===== config.mk =====
export PLATFORM = sky130hd
export DESIGN_NAME = if_fetch_queue
export DESIGN_NICKNAME = d
export VERILOG_FILES = /design/src/rtl/if_fetch_queue.sv
export SDC_FILE = /design/constraint.sdc
export NUM_CORES = 1
export LEC_CHECK = 0
export ABC_AREA = 0
export CORE_UTILIZATION = 38
export DETAILED_ROUTE_END_ITERATION = 12
export PLACE_DENSITY = 0.64
export SKIP_LAST_GASP = 1
export SYNTH_ARGS = -nofsm -noshare
export SYNTH_HDL_FRONTEND = slang
export SYNTH_SLANG_ARGS = --single-unit

===== constraint.sdc =====
create_clock -name clk -period 13.15 [get_ports clk]
set_input_delay 3.2875 -clock clk [delete_from_list [all_inputs] [get_ports clk]]
set_output_delay 3.2875 -clock clk [all_outputs]
set_load 0.05 [all_outputs]

===== src/rtl/if_fetch_queue.sv =====
// if_fetch_queue: PC sequencer issuing MEM_DW-wide beats, assembling 32-bit words into a QDEPTH FIFO.
// Defining FETCH_PERF_CNT_EN adds the inst_cnt_o retired-fetch counter.
module if_fetch_queue #(
  parameter int XLEN = 32,
  parameter int MEM_DW = 8,
  parameter int MEM_LAT = 2,
  parameter int QDEPTH = 4,
  parameter logic [XLEN-1:0] RESET_PC = '0
) (
  input  logic              clk,
  input  logic              rst,
  input  logic              stall_i,
  input  logic              branch_i,
  input  logic [XLEN-1:0]   branch_target_i,
  output logic              mem_ce_o,
  output logic [XLEN-1:0]   mem_addr_o,
  input  logic [MEM_DW-1:0] mem_data_i,
  output logic              inst_valid_o,
  output logic [31:0]       inst_o,
  output logic [XLEN-1:0]   inst_pc_o,
  input  logic              inst_ready_i
`ifdef FETCH_PERF_CNT_EN
  ,
  output logic [31:0]       inst_cnt_o
`endif
);
  localparam int BEATS = 32 / MEM_DW;
  localparam int BSTEP = MEM_DW / 8;
  localparam int KW = BEATS > 1 ? $clog2(BEATS) : 1;
  localparam int AW = $clog2(QDEPTH);
  localparam logic [KW-1:0] KLAST = KW'(BEATS - 1);
  localparam logic [AW:0] QFULL = (AW+1)'(QDEPTH);

  typedef enum logic {IDLE, ISSUE} state_t;
  state_t r_state, w_state;
  logic [KW-1:0] r_k, w_k;
  logic r_force, r_inflight;
  logic [XLEN-1:0] r_pc;
  logic r_v [MEM_LAT];
  logic [KW-1:0] r_kq [MEM_LAT];
  logic [31:0] r_asm, w_word;
  logic [31:0] r_ins [QDEPTH];
  logic [XLEN-1:0] r_ipc [QDEPTH];
  logic [AW-1:0] r_rd, r_wr;
  logic [AW:0] r_cnt, w_cnt;
  logic w_issue, w_last, w_push, w_pop, w_start;

  // r_force lets the first target beat go out even under stall
  assign w_issue = !rst && r_state == ISSUE && (r_force || !stall_i);
  assign w_last = r_v[MEM_LAT-1] && r_kq[MEM_LAT-1] == KLAST;
  assign w_push = w_last && !branch_i;
  assign w_pop = inst_valid_o && inst_ready_i && !branch_i;
  assign w_cnt = r_cnt + (AW+1)'(w_push) - (AW+1)'(w_pop);
  // Start from post-capture occupancy so a fetch can follow its own last beat back-to-back
  assign w_start = !stall_i && !(r_inflight && !w_last) && w_cnt < QFULL;

  always_comb begin
    w_word = r_asm;
    w_word[r_kq[MEM_LAT-1]*MEM_DW +: MEM_DW] = mem_data_i;
  end

  always_comb begin
    w_state = r_state;
    w_k = r_k;
    if (branch_i) begin
      w_state = ISSUE;
      w_k = '0;
    end else if (r_state == IDLE) begin
      w_state = w_start ? ISSUE : IDLE;
    end else if (w_issue) begin
      w_state = r_k == KLAST ? IDLE : ISSUE;
      w_k = r_k == KLAST ? '0 : r_k + 1'b1;
    end
  end

  always_ff @(posedge clk) begin
    if (rst) begin
      r_state <= ISSUE;
      r_k <= '0;
      r_force <= 1'b0;
      r_inflight <= 1'b0;
      r_pc <= RESET_PC;
      r_rd <= '0;
      r_wr <= '0;
      r_cnt <= '0;
    end else begin
      r_state <= w_state;
      r_k <= w_k;
      r_force <= branch_i;
      r_pc <= branch_i ? branch_target_i : w_push ? r_pc + XLEN'(4) : r_pc;
      r_inflight <= branch_i ? 1'b0 : (w_issue && r_k == KLAST) ? 1'b1 : w_last ? 1'b0 : r_inflight;
      r_rd <= branch_i ? '0 : r_rd + AW'(w_pop);
      r_wr <= branch_i ? '0 : r_wr + AW'(w_push);
      r_cnt <= branch_i ? '0 : w_cnt;
    end
  end

  // Fixed-latency return tracker: one {valid, beat index} slot per pipeline stage
  always_ff @(posedge clk) begin
    r_v[0] <= !rst && !branch_i && w_issue;
    r_kq[0] <= r_k;
    for (int i = 1; i < MEM_LAT; i++) begin
      r_v[i] <= !rst && !branch_i && r_v[i-1];
      r_kq[i] <= r_kq[i-1];
    end
    r_asm <= r_v[MEM_LAT-1] ? w_word : r_asm;
    if (w_push) begin
      r_ins[r_wr] <= w_word;
      r_ipc[r_wr] <= r_pc;
    end
  end

  assign mem_ce_o = w_issue;
  assign mem_addr_o = w_issue ? r_pc + XLEN'(r_k) * XLEN'(BSTEP) : '0;
  assign inst_valid_o = r_cnt != '0;
  assign inst_o = inst_valid_o ? r_ins[r_rd] : '0;
  assign inst_pc_o = inst_valid_o ? r_ipc[r_rd] : '0;

`ifdef FETCH_PERF_CNT_EN
  always_ff @(posedge clk) inst_cnt_o <= rst ? '0 : inst_cnt_o + 32'(w_pop);
`endif
endmodule


* Word level (Yosys, flattened, before mapping)
Memory sizes are Yosys's and may differ from the RTL's. A register that Yosys moved wholly into a read port is not among the register bits. Cells that the tools add are included.
Word-level totals: bits in registers 76, memory bits (writable) 262, bits of input ports 45, output and inout port bits 98, logic and storage cells 67, memories 4
Memory list:
- r_ins | depth 4, width 32, rd ports 1, clocked after Yosys merged registers in 1, write ports 1, RTL line 42 | logic [31:0] r_ins [QDEPTH];
- r_ipc | depth 4, width 32, rd ports 1, clocked after Yosys merged registers in 1, write ports 1, RTL line 43 | logic [XLEN-1:0] r_ipc [QDEPTH];
- r_kq | depth 2, width 2, rd ports 2, clocked after Yosys merged registers in 0, write ports 2, RTL line 40 | logic [KW-1:0] r_kq [MEM_LAT];
- r_v | depth 2, width 1, rd ports 2, clocked after Yosys merged registers in 0, write ports 2, RTL line 39 | logic r_v [MEM_LAT];
Operators by class: $add $sub $neg 8, $lt $le $gt $ge 1, equality and inequality tests 2, shift-type cells 2, mux-type cells 17, reductions and logical operators 24
Operator list (count):
- $mux 32 | 5
- $neg 5->34 | 1
- $shift 8x34->32 const A | 1
- $shiftx 8x34->32 | 1
- $add 32x2->32 | 1
- $add 32x3->32 const B | 1
- $bwmux 32 | 1
- $logic_and 1x1->1 | 13
- $mux 1 | 8
- $mux 2 | 3
- $logic_not 1->1 | 5
- $add 2x1->2 | 2
- $eq 2x2->1 const B | 2
- $reduce_bool 2->1 | 2
- $add 3x1->3 | 1
- $lt 3x3->1 const B | 1
- $reduce_bool 3->1 | 1
- $sub 3x1->3 | 1
- $add 2x1->2 const B | 1
- $reduce_and 2->1 | 1
- $reduce_or 2->1 | 1
- $logic_or 1x1->1 | 1

* Longest topological paths before layout
Gate-level depths: netlist of run 1.
depth after elaboration 9, gate-level depth with buffers 11, gate-level depth less buffers 10

* Least setup slack after synthesis of run 1
No wires, ideal clock.
path type input port to flip-flop, from input branch_i, to memory r_ins[1][0], enable pin, data arrival time 10388 ps, required time 12484 ps, slack 2095 ps, stages on the path 3, path buffers 2, cells stage by stage clkbuf_1 clkbuf_1 nor4b_1
On the way: longest elaborated chain between the ends 4
Ends and longest elaborated chain:
- start, declared | RTL line 13 | input logic branch_i,
- $logic_not 1->1 | RTL line 51 | assign w_push = w_last && !branch_i;
- $logic_and 1x1->1 | RTL line 51
- $mux 1 | RTL line 107 | if (w_push) begin
- $mux 1 (not written as such) | RTL line 108 | r_ins[r_wr] <= w_word;
- end, declared | RTL line 42
Every way passes these cells.

* Worst setup path after layout of run 1
from input rst, to output mem_addr_o[29]
On the way: longest elaborated chain between the ends 4
Ends and longest elaborated chain:
- start, declared | RTL line 11 | input logic rst,
- $logic_not 1->1 | RTL line 49 | assign w_issue = !rst && r_state == ISSUE && (r_force || !stall_i);
- $logic_and 1x1->1 (2 in a row) | RTL line 49
- $mux 32 | RTL line 114 | assign mem_addr_o = w_issue ? r_pc + XLEN'(r_k) * XLEN'(BSTEP) : '0;
- end, declared | RTL line 16 | output logic [XLEN-1:0] mem_addr_o,
Every way passes these cells.

==> results of run 1 <==
cell type report:
| class | instances | area (sq um) |
|---|---|---|
| Fill cell | 3208 | 19300 |
| Tap cell | 504 | 631 |
| Clock buffer | 47 | 1030 |
| Timing Repair Buffer | 158 | 1540 |
| Clock inverter | 20 | 236 |
| Inverter | 42 | 158 |
| Multi-Input combinational cell | 541 | 4400 |
| Sequential cell | 338 | 9650 |
per-layer routing:
layer  GRT usage  up-vias
li1            -     4059
met1       0.248     4367
met2       0.282      332
met3      0.0392       46
met4      0.0457        2
met5           0        -
critical path: stages:
cell             delay, ns
clkdlybuf4s50_1       0.41
buf_4                 0.25
inv_1                 0.28
nand3_1               0.75
inv_1                 0.62
nand2b_1              0.10
o41ai_1               0.30
clkdlybuf4s50_1       0.87
per-stage QoR:
| stage | total power, mW | std cells | setup WS (ns) | area (sq um) | utilization |
|---|---|---|---|---|---|
| floorplan | 1.26 | 977 | 2.10 | 14400 | - |
| global placement | 1.30 | 1583 | 3.18 | 16400 | 0.443 |
| detailed placement | 1.30 | 1583 | 2.97 | 16400 | 0.443 |
| CTS | 2.36 | 1650 | 2.95 | 17600 | 0.477 |
| global route | 2.41 | 1650 | 2.62 | 17600 | 0.477 |
| finish | 2.34 | 1650 | 2.98 | 17600 | 0.477 |
cell families (layout without fill, tap and decap cells):
kind of cell	after synthesis	count (layout)	share of synthesized area
adders and majority gates	13	13	0.0123
xor gates and xnor gates	24	24	0.0146
muxes	68	68	0.103
DFF	338	338	0.670
AOI/OAI and AO/OA	136	136	0.0602
buffers and inverters	98	267	0.0265
and+or+nand+nor	300	300	0.114
where the power goes:
group	total, mW	switching, mW	internal (mW)
registers	1.19	0.0232	1.17
clock network	1.06	0.407	0.652
logic	0.0849	0.0510	0.0339
path summary, 6_finish.rpt:
path	start	endpoint	slack, ns	cells past startpoint
worst max-delay path	rst	mem_addr_o[29]	2.98	8
worst min-delay path	r_kq[0][1]	r_kq[0][3]	0.33	0
worst min register to register	r_kq[0][1]	r_kq[0][3]	0.33	0
worst max register to register	r_kq[0][2]	r_pc[30]	10.34	6
state kept, by name, summed over array words and instances (netlist names):
| register | flops |
|---|---|
| r_wr | 2 |
| r_state | 1 |
| r_kq | 4 |
| r_k | 2 |
| r_inflight | 1 |
| r_pc | 32 |
| r_cnt | 3 |
| r_asm | 32 |
| r_v | 2 |
| r_ins | 128 |
| r_ipc | 128 |
| r_force | 1 |
| r_rd | 2 |
cell usage in the layout (no fill, tap or decap), drive strengths merged, types with 5 or more instances in the layout:
cell,n
clkinv,10
ha,11
nor3,16
inv,43
nand3,14
and2,72
nand2,62
o31ai,10
nand2b,8
dfxtp,50
nor4,9
nor2,47
a211oi,9
o21ai,58
nand4,16
clkbuf,47
and3,5
clkdlybuf4s50,142
o311ai,5
or4,13
xnor2,19
a21oi,22
edfxtp,288
bufinv,5
a311oi,12
xor2,5
mux4,64
buf,16
or3,22
==> results.md, run 1 <==
- Status: completed
- Vias in the first global route: 8,858
- Root Driver: clkbuf_16
- Layout cells sized above 1: 0.131
- Overall global routing resource usage: 0.178
- TritonCTS clock tree: done
- Avg Cell Area, Syn: 14.7 sq um
- WL met1: 15,000 um
- Met2 Wirelength: 15,800 um
- Worst hold path type: flop to flop
- Cell taking the most area after synthesis: edfxtp_1
- Max Slew Vio Count: 0
- Row count: 70
- Drt drc: 0
- Final hold violations: 0
- Total Die Area: 0.0387 sq mm
- Initial antenna violation count: 1
- Crit share post-route: 0.773
- Worst Skew: 0.0157 ns
- Per-cell routed wire length: 20.5 um
- Post-Synthesis Cells: 977
- Number of synthesized flops with an enable pin: 288
- Gpl congestion: 0.904
- N_diodes: 0
- CP arrival: 6.88 ns
- Most common cell in the netlist: edfxtp_1
- Synth top area cells: edfxtp_1 60%, mux4_2 10%, dfxtp_1 6.9%
- Leak: 5.59 nW
- Top cell type's share of synthesized area: 0.600
- Largest vdd supply drop: 0.0803 mV
- Clock transition at path regs: 0.06 ns
- PostCTS Resize Cnt: 0
- CP startpoint kind: primary input
- Max-Cap Viols: 0
- Predominant post-synthesis flop cell: edfxtp_1
- Syn Std Cell Area: 0.0144 sq mm
- Chip Height: 197 um
- Total CTS buffers: 37
- Met3 Wirelength: 2590 um
- H-tree depth: 2
- DIE WIDTH: 197 um
- Worst hold slack: 0.325 ns
- CP Capture Type: output pin
- Worst Path Max Fanout: 29
- Detail Placement HPWL: 20,800 um
- First-pass GRT wire length: 52,200 um
- Final global-route overflow total: 0
- I/O pin count: 143
- DRT antenna net count: 0
- Clk sinks: 338
- Post-CTS Setup Inserts: 0
- Starting DRT DRC Count: 745
- Tightest Pin Transition: 1.10 ns
- Largest net degree at the start of global routing: 65
- Async SR Flop Fraction: 0
- Setup TNS: 0 ns
- Tmin final: 10.17 ns
- Hold-fix buffers at CTS: 0
- Max Freq: 0.0983 GHz
- Max-slew headroom at the worst pin: 0.258
- Wirelength, routed: 33,800 um
- P&R area growth vs syn: 22.5%
- Yosys reg bits: 338
- Cell area power density: 133 mW/mm^2
- Vias after detailed routing: 8,806
- Drt pass-1 iters: 5
- Crit Path Category: primary input to output pin
- Core area: 0.0370 sq mm
- Netlist cell types: 56
- Top sig layer: met5
- WP data required: 9.86 ns
- Port Buf Inserts: 142
- Via-to-Cell Ratio: 5.34
- Sequential cell area fraction in the yosys report: 0.670
- Starting density of the core: 0.390
- RSZ-0062 raised after global routing: false
- Synthesized Nets: 1,035
- Yosys warns: 0
- Post-synth top cells: 288 x edfxtp_1, 71 x and2_1, 64 x mux4_2
- Nets: 1,176
- Clock Tree Buf Depth: 3
- Clock Latency Late Sink: 0.51 ns
- Final-report setup violation count: 0
No activity file was read; power rests on OpenSTA's default activity.
==> run 2, diff against run 1 <==
--- a/config.mk
+++ b/config.mk
@@ -8,7 +8,7 @@
 export ABC_AREA = 0
 export CORE_UTILIZATION = 38
 export DETAILED_ROUTE_END_ITERATION = 12
-export PLACE_DENSITY = 0.64
+export PLACE_DENSITY = 0.66
 export SKIP_LAST_GASP = 1
 export SYNTH_ARGS = -nofsm -noshare
 export SYNTH_HDL_FRONTEND = slang
==> constraint.sdc (replaced) <==
create_clock -name clk -period 9.25 [get_ports clk]
set_input_delay 2.3125 -clock clk [delete_from_list [all_inputs] [get_ports clk]]
set_output_delay 2.3125 -clock clk [all_outputs]
set_load 0.05 [all_outputs]
==> run 2 against run 1 <==
Design area decreased by 0.48%. Total power rose by 37%. Final cell count down 0.12%. Routed wire length increased by 0.82%. Sequential power increased by 43%. First-iteration DRC count down 14%. Core utilization shrank 0.23 points. Critical path depth up 1. Global-route usage grew 0.12 points. Flip-flop and latch count unchanged. Via count increased by 0.87%.
==> results.md, run 2 (synthesis gave the netlist of run 1 again) <==
- Leak: 5.55 nW (-0.72%)
- Crit Path Category: primary input to output pin
- Worst hold path type: flop to flop
- Vias after detailed routing: 8,883 (+0.87%)
- Overall global routing resource usage: 0.179 (+0.00119)
- PostCTS Resize Cnt: 0 (unchanged)
- Drt pass-1 iters: 5 (unchanged)
- Wirelength, routed: 34,100 um (+0.82%)
- Max-slew headroom at the worst pin: 0.234 (-0.0237)
- Largest registers: r_ins x128, r_ipc x128
- Row count: 70 (unchanged)
- Layout cells sized above 1: 0.131 (+0.000229)
- R2r setup slk: 6.19 ns (-4.15 ns)
- CP arrival: 5.19 ns (-1.69 ns)
- Max Slew Vio Count: 0 (unchanged)
- First-pass GRT wire length: 52,400 um (+0.41%)
- Clock Tree Buf Depth: 3 (unchanged)
- Final hold violations: 0 (unchanged)
- Post-CTS Setup Inserts: 0 (unchanged)
- Vias in the first global route: 8,951 (+1.0%)
- Root Driver: clkbuf_16
- DRT antenna net count: 0 (unchanged)
- Clock transition at path regs: 0.06 ns (about the same)
- Crit share post-route: 0.811
- Port Buf Inserts: 142 (unchanged)
- Cell area power density: 183 mW/mm^2 (+38%)
- Tmin final: 7.50 ns
- Status: completed
- RSZ-0062 raised after global routing: false
- Setup TNS: 0 ns (unchanged)
- Nets: 1,177 (+0.085%)
- Max-Cap Viols: 0 (unchanged)
- Initial antenna violation count: 1 (unchanged)
- Max Freq: 0.133 GHz
- I/O pin count: 143 (unchanged)
- Via-to-Cell Ratio: 5.39 (+1.0%)
- Worst setup margin: 1.75 ns (-1.23 ns)
- Worst Path Max Fanout: 29 (unchanged)
- Hold-fix buffers at CTS: 0 (unchanged)
- CP startpoint kind: primary input
- Clk sinks: 338 (unchanged)
- Gpl congestion: 0.912 (+0.86%)
- Most common cell after layout, fill and taps aside: edfxtp_1
- Commonest non-fill, non-tap cells in the layout: 288 x edfxtp_1, 142 x clkdlybuf4s50_1, 71 x and2_1, 64 x mux4_2, 62 x nand2_1
- H-tree depth: 2 (unchanged)
- Per-cell routed wire length: 20.7 um (+0.94%)
- Largest vdd supply drop: 0.124 mV (+54%)
- P&R area growth vs syn: 21.9%
- Detail Placement HPWL: 21,000 um (+0.79%)
- Finished Cell Area: 0.0176 sq mm (-0.48%)
- CP Capture Type: output pin
- Seq. cell area: 0.00965 sq mm (unchanged)
- TritonCTS clock tree: done
- Largest net degree at the start of global routing: 65 (unchanged)
- Total CTS buffers: 37 (unchanged)
- Final-report setup violation count: 0 (unchanged)
- Tightest Pin Transition: 1.13 ns (+0.0303 ns)
- Fillers: 3,240 (+1.0%)
- N_diodes: 0 (unchanged)
- Worst Skew: 0.0229 ns (+0.00728 ns)
- WP data required: 6.94 ns (-2.92 ns)
- Final global-route overflow total: 0 (unchanged)
- Core area: 0.0370 sq mm (unchanged)
- Starting DRT DRC Count: 643 (-14%)
- Area of the multi-input gates: 0.00441 sq mm (+0.40%)
- Total Die Area: 0.0387 sq mm (unchanged)
- Chip Height: 197 um (unchanged)
- Starting density of the core: 0.390 (unchanged)
- Clock Latency Late Sink: 0.51 ns (about the same)
- Pre-CTS setup slack: 1.79 ns (-1.19 ns)
- Post-DP Area: 0.0164 sq mm (+0.15%)
- Drt drc: 0 (unchanged)
- DIE WIDTH: 197 um (unchanged)
[run 2: power by group]
group          leakage (nW)  internal (mW)  switching, mW
sequential             3.03           1.66         0.0330
combinational          1.96         0.0486         0.0739
clock                 0.563          0.816          0.570
[run 2: per-layer routing]
| layer | vias up | GRT usage | routed length (um) |
|---|---|---|---|
| li1 | 4053 | - | - |
| met1 | 4427 | 0.250 | 15200 |
| met2 | 345 | 0.287 | 15800 |
| met3 | 56 | 0.0349 | 2470 |
| met4 | 2 | 0.0454 | 624 |
| met5 | - | 0 | 11 |
[run 2: worst paths after layout]
check                   from        endpoint  depth (start not counted)
hold / removal    r_kq[0][1]      r_kq[0][3]                          0
hold reg to reg   r_kq[0][1]      r_kq[0][3]                          0
setup / recovery         rst  mem_addr_o[31]                          9
setup reg to reg  r_kq[0][2]    r_ins[3][17]                          6
[run 2: final cells by class]
class	instances	area share
clock buffers	44	0.0560
clock inverters	20	0.00962
inverters	42	0.00898
multi-input cells	541	0.251
flip-flops and latches	338	0.550
well taps	504	0.0359
repair buffers	159	0.0882
[run 2: through the flow]
step / hold WS [ns] / total power, mW / std cells / util
global placement: 0.313 / 1.85 / 1584 / 0.444
finish: 0.328 / 3.21 / 1648 / 0.475
detailed placement: 0.317 / 1.85 / 1584 / 0.444
global route: 0.336 / 3.30 / 1648 / 0.475
CTS: 0.330 / 3.24 / 1648 / 0.475
floorplan: 0.310 / 1.79 / 977 / -
[run 2: worst max-delay path: stages]
cell             delay, ns
clkdlybuf4s50_1       0.39
buf_4                 0.24
inv_1                 0.26
nand3_1               0.12
buf_4                 0.24
inv_1                 0.35
nand2b_1              0.10
o41ai_1               0.30
clkdlybuf4s50_1       0.87
